==> config.mk <==
export PLATFORM = sky130hd
export DESIGN_NAME = regfile_arbiter
export DESIGN_NICKNAME = d
export VERILOG_FILES = /design/src/rtl/regfile_arbiter.sv
export SDC_FILE = /design/constraint.sdc
export NUM_CORES = 1
export LEC_CHECK = 0
export CAP_MARGIN = 20
export CORE_ASPECT_RATIO = 1.5
export CORE_MARGIN = 2
export CORE_UTILIZATION = 38
export CTS_BUF_LIST = sky130_fd_sc_hd__clkbuf_4 sky130_fd_sc_hd__clkbuf_8
export DETAILED_ROUTE_END_ITERATION = 6
export GPL_ROUTABILITY_DRIVEN = 0
export PLACE_DENSITY = 0.94
export RECOVER_POWER = 50
export SYNTH_ARGS = -nofsm -noshare
export SYNTH_HDL_FRONTEND = slang
export SYNTH_SLANG_ARGS = --single-unit
==> constraint.sdc <==
create_clock -name clk -period 2.7 [get_ports clk]
set_input_delay 0.675 -clock clk [delete_from_list [all_inputs] [get_ports clk]]
set_output_delay 0.675 -clock clk [all_outputs]
set_load 0.01 [all_outputs]
==> src/rtl/regfile_arbiter.sv <==
// Two-requester arbiter in front of a single-write-port register file.
// After reset or a clear request the register file is zero-filled, one
// address per cycle; afterwards requests are served one per cycle with a
// round-robin priority pointer breaking ties. Reads return one cycle later.
module regfile_arbiter #(
  parameter int DATA_W = 8,
  parameter int ADDR_W = 4
) (
  input  logic                clk,
  input  logic                reset_n,
  input  logic                clear_req,
  input  logic [1:0]          req_valid,
  input  logic [1:0]          req_write,
  input  logic [2*ADDR_W-1:0] req_addr,
  input  logic [2*DATA_W-1:0] req_wdata,
  output logic [1:0]          req_ready,
  output logic [1:0]          rsp_valid,
  output logic [DATA_W-1:0]   rsp_rdata,
  output logic                init_done,
  output logic                rf_write_enable,
  output logic [ADDR_W-1:0]   rf_write_addr,
  output logic [DATA_W-1:0]   rf_write_data,
  output logic [ADDR_W-1:0]   rf_read_addr,
  input  logic [DATA_W-1:0]   rf_read_data
);

  typedef enum logic {
    INIT = 1'b0,
    RUN  = 1'b1
  } state_t;

  localparam logic [ADDR_W-1:0] LAST_ADDR = {ADDR_W{1'b1}};

  state_t            state;
  logic [ADDR_W-1:0] sweep_cnt;
  logic              ptr;
  logic [ADDR_W-1:0] read_addr_hold;

  // Accept-cycle (stage 0) arbitration results
  logic              grant_any_p0;
  logic              grant_idx_p0;
  logic              grant_write_p0;
  logic              grant_read_p0;
  logic [ADDR_W-1:0] grant_addr_p0;
  logic [DATA_W-1:0] grant_wdata_p0;

  // ---- stage 0: arbitration and register-file port drive ----

  // Pick the requester: a lone valid wins, a tie goes to the pointer.
  always_comb begin
    grant_idx_p0 = 1'b0;
    case (req_valid)
      2'b01:   grant_idx_p0 = 1'b0;
      2'b10:   grant_idx_p0 = 1'b1;
      2'b11:   grant_idx_p0 = ptr;
      default: grant_idx_p0 = 1'b0;
    endcase
  end

  // Nothing is accepted while sweeping, in reset, or in a clear cycle.
  assign grant_any_p0   = reset_n && (state == RUN) && !clear_req && (|req_valid);
  assign grant_write_p0 = grant_any_p0 && (grant_idx_p0 ? req_write[1] : req_write[0]);
  assign grant_read_p0  = grant_any_p0 && !grant_write_p0;
  assign grant_addr_p0  = grant_idx_p0 ? req_addr[2*ADDR_W-1:ADDR_W]
                                       : req_addr[ADDR_W-1:0];
  assign grant_wdata_p0 = grant_idx_p0 ? req_wdata[2*DATA_W-1:DATA_W]
                                       : req_wdata[DATA_W-1:0];

  assign req_ready = grant_any_p0 ? (grant_idx_p0 ? 2'b10 : 2'b01) : 2'b00;

  // Write port: sweep zeros in INIT, granted write data in RUN.
  always_comb begin
    rf_write_enable = 1'b0;
    rf_write_addr   = grant_addr_p0;
    rf_write_data   = grant_wdata_p0;
    if (state == INIT) begin
      rf_write_enable = reset_n;
      rf_write_addr   = sweep_cnt;
      rf_write_data   = '0;
    end else begin
      rf_write_enable = grant_write_p0;
    end
  end

  // Read address follows the granted read, otherwise holds the last one.
  assign rf_read_addr = grant_read_p0 ? grant_addr_p0 : read_addr_hold;

  // Control FSM: sweep counter, run/init state, round-robin pointer.
  always_ff @(posedge clk or negedge reset_n) begin
    if (!reset_n) begin
      state     <= INIT;
      sweep_cnt <= '0;
      init_done <= 1'b0;
      ptr       <= 1'b0;
    end else begin
      if (grant_any_p0) begin
        ptr <= ~grant_idx_p0;
      end
      case (state)
        INIT: begin
          if (clear_req) begin
            sweep_cnt <= '0;
          end else if (sweep_cnt == LAST_ADDR) begin
            state     <= RUN;
            init_done <= 1'b1;
            sweep_cnt <= '0;
          end else begin
            sweep_cnt <= sweep_cnt + 1'b1;
          end
        end
        RUN: begin
          if (clear_req) begin
            state     <= INIT;
            init_done <= 1'b0;
            sweep_cnt <= '0;
          end
        end
        default: begin
          state <= INIT;
        end
      endcase
    end
  end

  // ---- stage 1: read response register ----

  // Capture read data on the accept edge; the valid pulse lasts one cycle.
  always_ff @(posedge clk or negedge reset_n) begin
    if (!reset_n) begin
      rsp_valid      <= 2'b00;
      rsp_rdata      <= '0;
      read_addr_hold <= '0;
    end else begin
      rsp_valid <= 2'b00;
      if (grant_read_p0) begin
        rsp_valid      <= grant_idx_p0 ? 2'b10 : 2'b01;
        rsp_rdata      <= rf_read_data;
        read_addr_hold <= grant_addr_p0;
      end
    end
  end

endmodule

# Word level (Yosys, flattened, before mapping)
# Index checks and enable logic that the tools add are counted.
dict set report word_totals {
  out_inout_bits 30
  input_bits 39
  word_cells 48
  regBits 21
}
dict set report op_classes {
  n_bitwise 2
  eq_ne 6
  muxes 23
  n_reduce_logical 9
  addsub 1
}
# operator n
set ops {}
lappend ops {{4-bit two-way mux} 6}
lappend ops {{8-bit two-way mux} 2}
lappend ops {{1-bit two-way mux} 8}
lappend ops {{4-bit case mux with 2 select lines} 1}
lappend ops {{2-bit two-way mux} 3}
lappend ops {{1-bit case mux with 2 select lines} 3}
lappend ops {{1-bit logical AND} 5}
lappend ops {{4-bit by 1-bit adder with 4-bit output, second input constant} 1}
lappend ops {{2-bit == test, second input constant} 2}
lappend ops {{4-bit == test, second input constant} 1}
lappend ops {{2-bit != test, second input constant} 2}
lappend ops {{3-bit AND reduction} 1}
lappend ops {{1-bit logical NOT} 2}
lappend ops {{2-bit by 1-bit != test with 1-bit output, second input constant} 1}
lappend ops {{1-bit inverter} 2}
lappend ops {{2-bit OR reduction} 1}

# Depth between registers and ports, before layout
dict set report depth {
  ltp_word 7
  depth_mapped 5
}

# Worst setup path before layout
# No wires, ideal clock.
dict set report synth_path {
  kind {input to output}
  from {in clear_req}
  to {out rf_read_addr[0]}
  setup_slack_ns 0.194
  path_buffers 2
  path_stages 5
  t_arrival_ns 1.831
  cell_sequence {clkbuf_2 -> nand3b_1 -> a211oi_2 -> buf_6 -> mux2_2}
}
dict set report synth_between {
  elab_chain_cells 7
}
# element line_no
set synth_rtl {}
lappend synth_rtl {{from (decl)} 11} ;# input logic clear_req,
lappend synth_rtl {{1-bit logical NOT (*)} 61} ;# assign grant_any_p0 = reset_n && (state == RUN) && !clear_req && (|req_valid);
lappend synth_rtl {{1-bit logical AND (*) (2 in a row)} 61}
lappend synth_rtl {{1-bit logical AND} 62} ;# assign grant_write_p0 = grant_any_p0 && (grant_idx_p0 ? req_write[1] : req_write[0]);
lappend synth_rtl {{1-bit logical NOT} 63} ;# assign grant_read_p0 = grant_any_p0 && !grant_write_p0;
lappend synth_rtl {{1-bit logical AND (*)} 63}
lappend synth_rtl {{4-bit two-way mux (*)} -}
lappend synth_rtl {{to (decl)} 23} ;# output logic [ADDR_W-1:0] rf_read_addr,
# Mark *: on every way between the ends. The rest lies on a longest branch, timed or not.

# Worst setup path after layout
dict set report layout_path {
  from {in req_valid[1]}
  to {out rf_write_addr[3]}
}
dict set report layout_between {
  elab_chain_cells 4
}
# element line_no
set layout_rtl {}
lappend layout_rtl {{from (decl)} 12} ;# input logic [1:0] req_valid,
lappend layout_rtl {{2-bit == test} 52} ;# case (req_valid)
lappend layout_rtl {{1-bit case mux with 2 select lines (*)} 52}
lappend layout_rtl {{4-bit two-way mux (*)} 64} ;# assign grant_addr_p0 = grant_idx_p0 ? req_addr[2*ADDR_W-1:ADDR_W]
lappend layout_rtl {{4-bit two-way mux (*)} 76} ;# if (state == INIT) begin
lappend layout_rtl {{to (decl)} 21} ;# output logic [ADDR_W-1:0] rf_write_addr,
# Marked as above.

==> results by stage <==
Die:
- After floorplanning, the core was divided into 24 placement rows.
- The die is 48.2 um wide.
- The floorplan step set the die height to 70.3 um.
- The die covers 3390 sq um.
- The area of the placeable core is 2850 sq um.
- The count of pins on the block boundary is 69.
- The initial utilization of the core area, before any placement, comes to 0.390.

Power:
- Of the total power, the share spent switching nets is 0.236.
- The sum of internal, switching and leakage power is 0.701 mW.
- The fraction of power consumed by combinational cells is 0.220.
- The internal power of the cells totals 0.536 mW.
- Across the VDD grid, the largest voltage drop is 338 uV.
- Of the total power, registers draw 0.478.
- The ratio of total power to cell area is 362 nW/um^2.
- The fraction of power consumed by the clock network is 0.302.
- The switching power summed over all nets is 0.166 mW.
- For this design the static power due to leakage is 0.969 nW.

Worst setup path:
- The worst register-to-register path begins at ptr.
- Data on the critical path arrives at its endpoint at 2.01 ns.
- Of all nets on the critical path, the largest fanout is 5.
- STA classifies the critical path startpoint as an input port.
- The kind of capture point of the worst setup path is a primary output.
- The critical setup path kind is in2out.
- The worst register-to-register path ends at rsp_rdata[3].
- The required time at the endpoint of the critical path is 2.03 ns.
- The worst register-to-register path has a setup slack of 0.94 ns.
- Measured in cells, the most critical reg-to-reg path has a length of 7.

Place:
- The count of buffers added on input and output ports is 68.
- Before CTS, the worst setup slack after placement is -0.643 ns.
- The half-perimeter wire length of the detailed placement result is 2.87 mm.

Synthesis:
- The yosys synthesis warning count is 0.
- After synthesis the cells add up to 1110 sq um.
- The proportion of synthesized chip area in sequential cells is 0.472.
- Yosys mapped a number of flops with a built-in enable equal to 0.
- Synthesis produced a netlist with a net count of 150.
- The distinct cell type count after synthesis is 27.
- For this run, the leading register cell type out of synthesis is sky130_fd_sc_hd__dfrtp_1.
- The register bit count reported by yosys is 21.
- After synthesis, the mean cell area works out to 10.1 sq um.
- Synthesis produced a netlist whose cell count is 110.
- The share of synthesized flip-flops with an asynchronous set or reset is 1.00.

Detailed routing:
- The vias after detailed routing is 1171.
- After detailed routing, the average wire length per cell comes to 15.9 um.
- The total length of routed wires is 3.64 mm.
- The number of detailed-route iterations in the first pass is 4.
- The number of violations reported at the end of detailed-routing iteration 0 is 44.
- The remaining routing DRC violations is 0.
- The antenna violation net count after detailed routing is 0.
- The average vias per placed instance is 5.11.

Clock tree:
- The H-tree level count is 1.
- Clock latency on the worst-skew pair, taken at its later pin, is 0.26 ns.
- TritonCTS built the clock tree.
- The clock passes through at most 2 buffers.
- The quantity of hold-fixing buffers added after cts is 0.
- The sink count of the clock tree is 21.
- Clock-pin slew was measured on the worst setup and hold paths at 0.07 ns.
- The buffer type at the clock tree root is sky130_fd_sc_hd__clkbuf_8.
- The CTS buffer count is 3.

STA:
- Clock skew on the completed layout was measured at 0.00343 ns.
- The relative max-transition margin is 0.752.
- Setup repair after global routing could not meet its margin everywhere.
- For the pin with the worst max-slew slack, the measured transition is 0.372 ns.
- Setup violations remaining at the end of the flow were counted as 0.
- Timing would allow up to 0.373 GHz.
- Dividing the final minimum period by the clock period gives 0.994.
- The routed design could run at a clock period as short as 2.68 ns.
- The setup slack of the critical path after layout is 0.0159 ns.
- The final number of hold-violating endpoints is 0.
- The max-slew violation total from the final report was 0.

Layout:
- Leaving out fill and tap cells, the most frequent cell in the layout is sky130_fd_sc_hd__clkdlybuf4s50_1.
- In the final layout, the share of cells above drive strength 1 is 0.242.
- In the layout the commonest cells are 43 x sky130_fd_sc_hd__clkdlybuf4s50_1, 21 x sky130_fd_sc_hd__dfrtp_1, 20 x sky130_fd_sc_hd__nand2_1.
- The multi-input logic area is 553 sq um.
- From synthesis to final layout, the design area changed by 74.4%.
- The layout net count is 231.
- The total of fill cells in the finished design is 214.
- The flip-flop and latch area is 526 sq um.
- The number of inserted diodes is 0.

Job:
- The number of maximum-capacitance violations is 0.

GRT:
- The residual overflow from global routing is 0.
- The initial antenna violation count is 0.
- For this run, the total global-route usage over all layers was measured as 0.221.
- The first global-routing pass estimated 5.28 mm of wire.
- The pin count of the biggest net entering global routing is 23.
- The number of global-route vias before repair is 1200.

Min path:
- The launch point of the worst hold path is rsp_rdata[6].
- The number of cells on the worst hold path is 1.
- The hold path endpoint is rsp_rdata[6].
- The tightest min-delay check is of the reg2reg type.

Run status:
- The run finished with clean final reports.
==> cells by family after synthesis <==
kind of cell,count (synthesis),synth area share
buf+inv,9,0.0394
mux,20,0.200
compound gates,21,0.117
xor+xnor,1,0.00788
fa+ha+maj,1,0.0112
flops,21,0.472
simple gates,37,0.152
==> how the worst max path moves through the flow <==
stage | start | endpoint | slack [ns] | cells after the start
floorplan | clear_req | rf_read_addr[0] | 0.19 | 5
global placement | req_valid[0] | rf_read_addr[0] | -0.61 | 7
detailed placement | req_valid[0] | rf_read_addr[2] | -0.64 | 7
CTS | req_valid[1] | rf_write_addr[3] | 0.005 | 5
global route | req_valid[1] | rf_write_addr[3] | -0.04 | 5
finish | req_valid[1] | rf_write_addr[3] | 0.02 | 5
==> timing repair <==
action                                  CTS  global route
hold endpoints to repair                  0             0
pin swaps                                 2             2
gates resized for setup                  41             2
endpoints found under the setup margin   19             5
setup buffers                             1             0
==> stage by stage <==
step / TNS (ns) / util / cell area [sq um] / hold WS, ns / std cells
after global routing: -0.0677 / 0.680 / 1940 / 0.533 / 229
after floorplan: 0 / - / 1110 / 0.379 / 110
final: 0 / 0.680 / 1940 / 0.507 / 229
after CTS: 0 / 0.678 / 1930 / 0.510 / 229
after detailed placement: -9.30 / 0.668 / 1910 / 0.494 / 224
after global placement: -8.76 / 0.668 / 1910 / 0.482 / 224
==> cell usage after synthesis, drive strengths merged, types with 2 or more instances <==
library cell,number,share of area
dfrtp,21,0.47
nand2,21,0.071
mux2,18,0.18
a21oi,14,0.063
nor2,7,0.024
clkbuf,4,0.015
inv,3,0.010
buf,2,0.015
mux2i,2,0.018
nor2b,2,0.011
nor3,2,0.0090
==> layer usage <==
metal	GRT usage	part of all wire	wire, um
met1	0.216	0.34	1220
met2	0.393	0.55	2000
met3	0.0594	0.098	356
met4	0.0961	0.017	61
met5	0	0	0
==> worst max-delay path: stages <==
cell	delay (ns)
sky130_fd_sc_hd__dlygate4sd2_1	0.28
sky130_fd_sc_hd__nand2_2	0.13
sky130_fd_sc_hd__mux2_2	0.37
sky130_fd_sc_hd__mux2_2	0.27
sky130_fd_sc_hd__dlygate4sd2_1	0.28
==> flip-flops by register name, summed over array words and instances, names as in the netlist <==
| register | flops |
|---|---|
| rsp_rdata | 8 |
| read_addr_hold | 4 |
| sweep_cnt | 4 |
| rsp_valid | 2 |
| init_done | 1 |
| ptr | 1 |
| state | 1 |
==> power groups by stage <==
| stage | logic (mW) | clock network, mW | registers (mW) |
|---|---|---|---|
| floorplan | 0.0515 | 0 | 0.341 |
| global placement | 0.154 | 0 | 0.340 |
| detailed placement | 0.158 | 0 | 0.341 |
| CTS | 0.154 | 0.215 | 0.335 |
| global route | 0.167 | 0.234 | 0.337 |
| finish | 0.154 | 0.212 | 0.335 |
==> layout make-up <==
cell class / count / share of cell area
inverters: 3 / 0.00581
well taps: 39 / 0.0252
clock buffers: 4 / 0.0252
multi-input cells: 80 / 0.285
repair buffers: 82 / 0.388
flip-flops and latches: 21 / 0.271
Power figures use the tool's default switching activity.
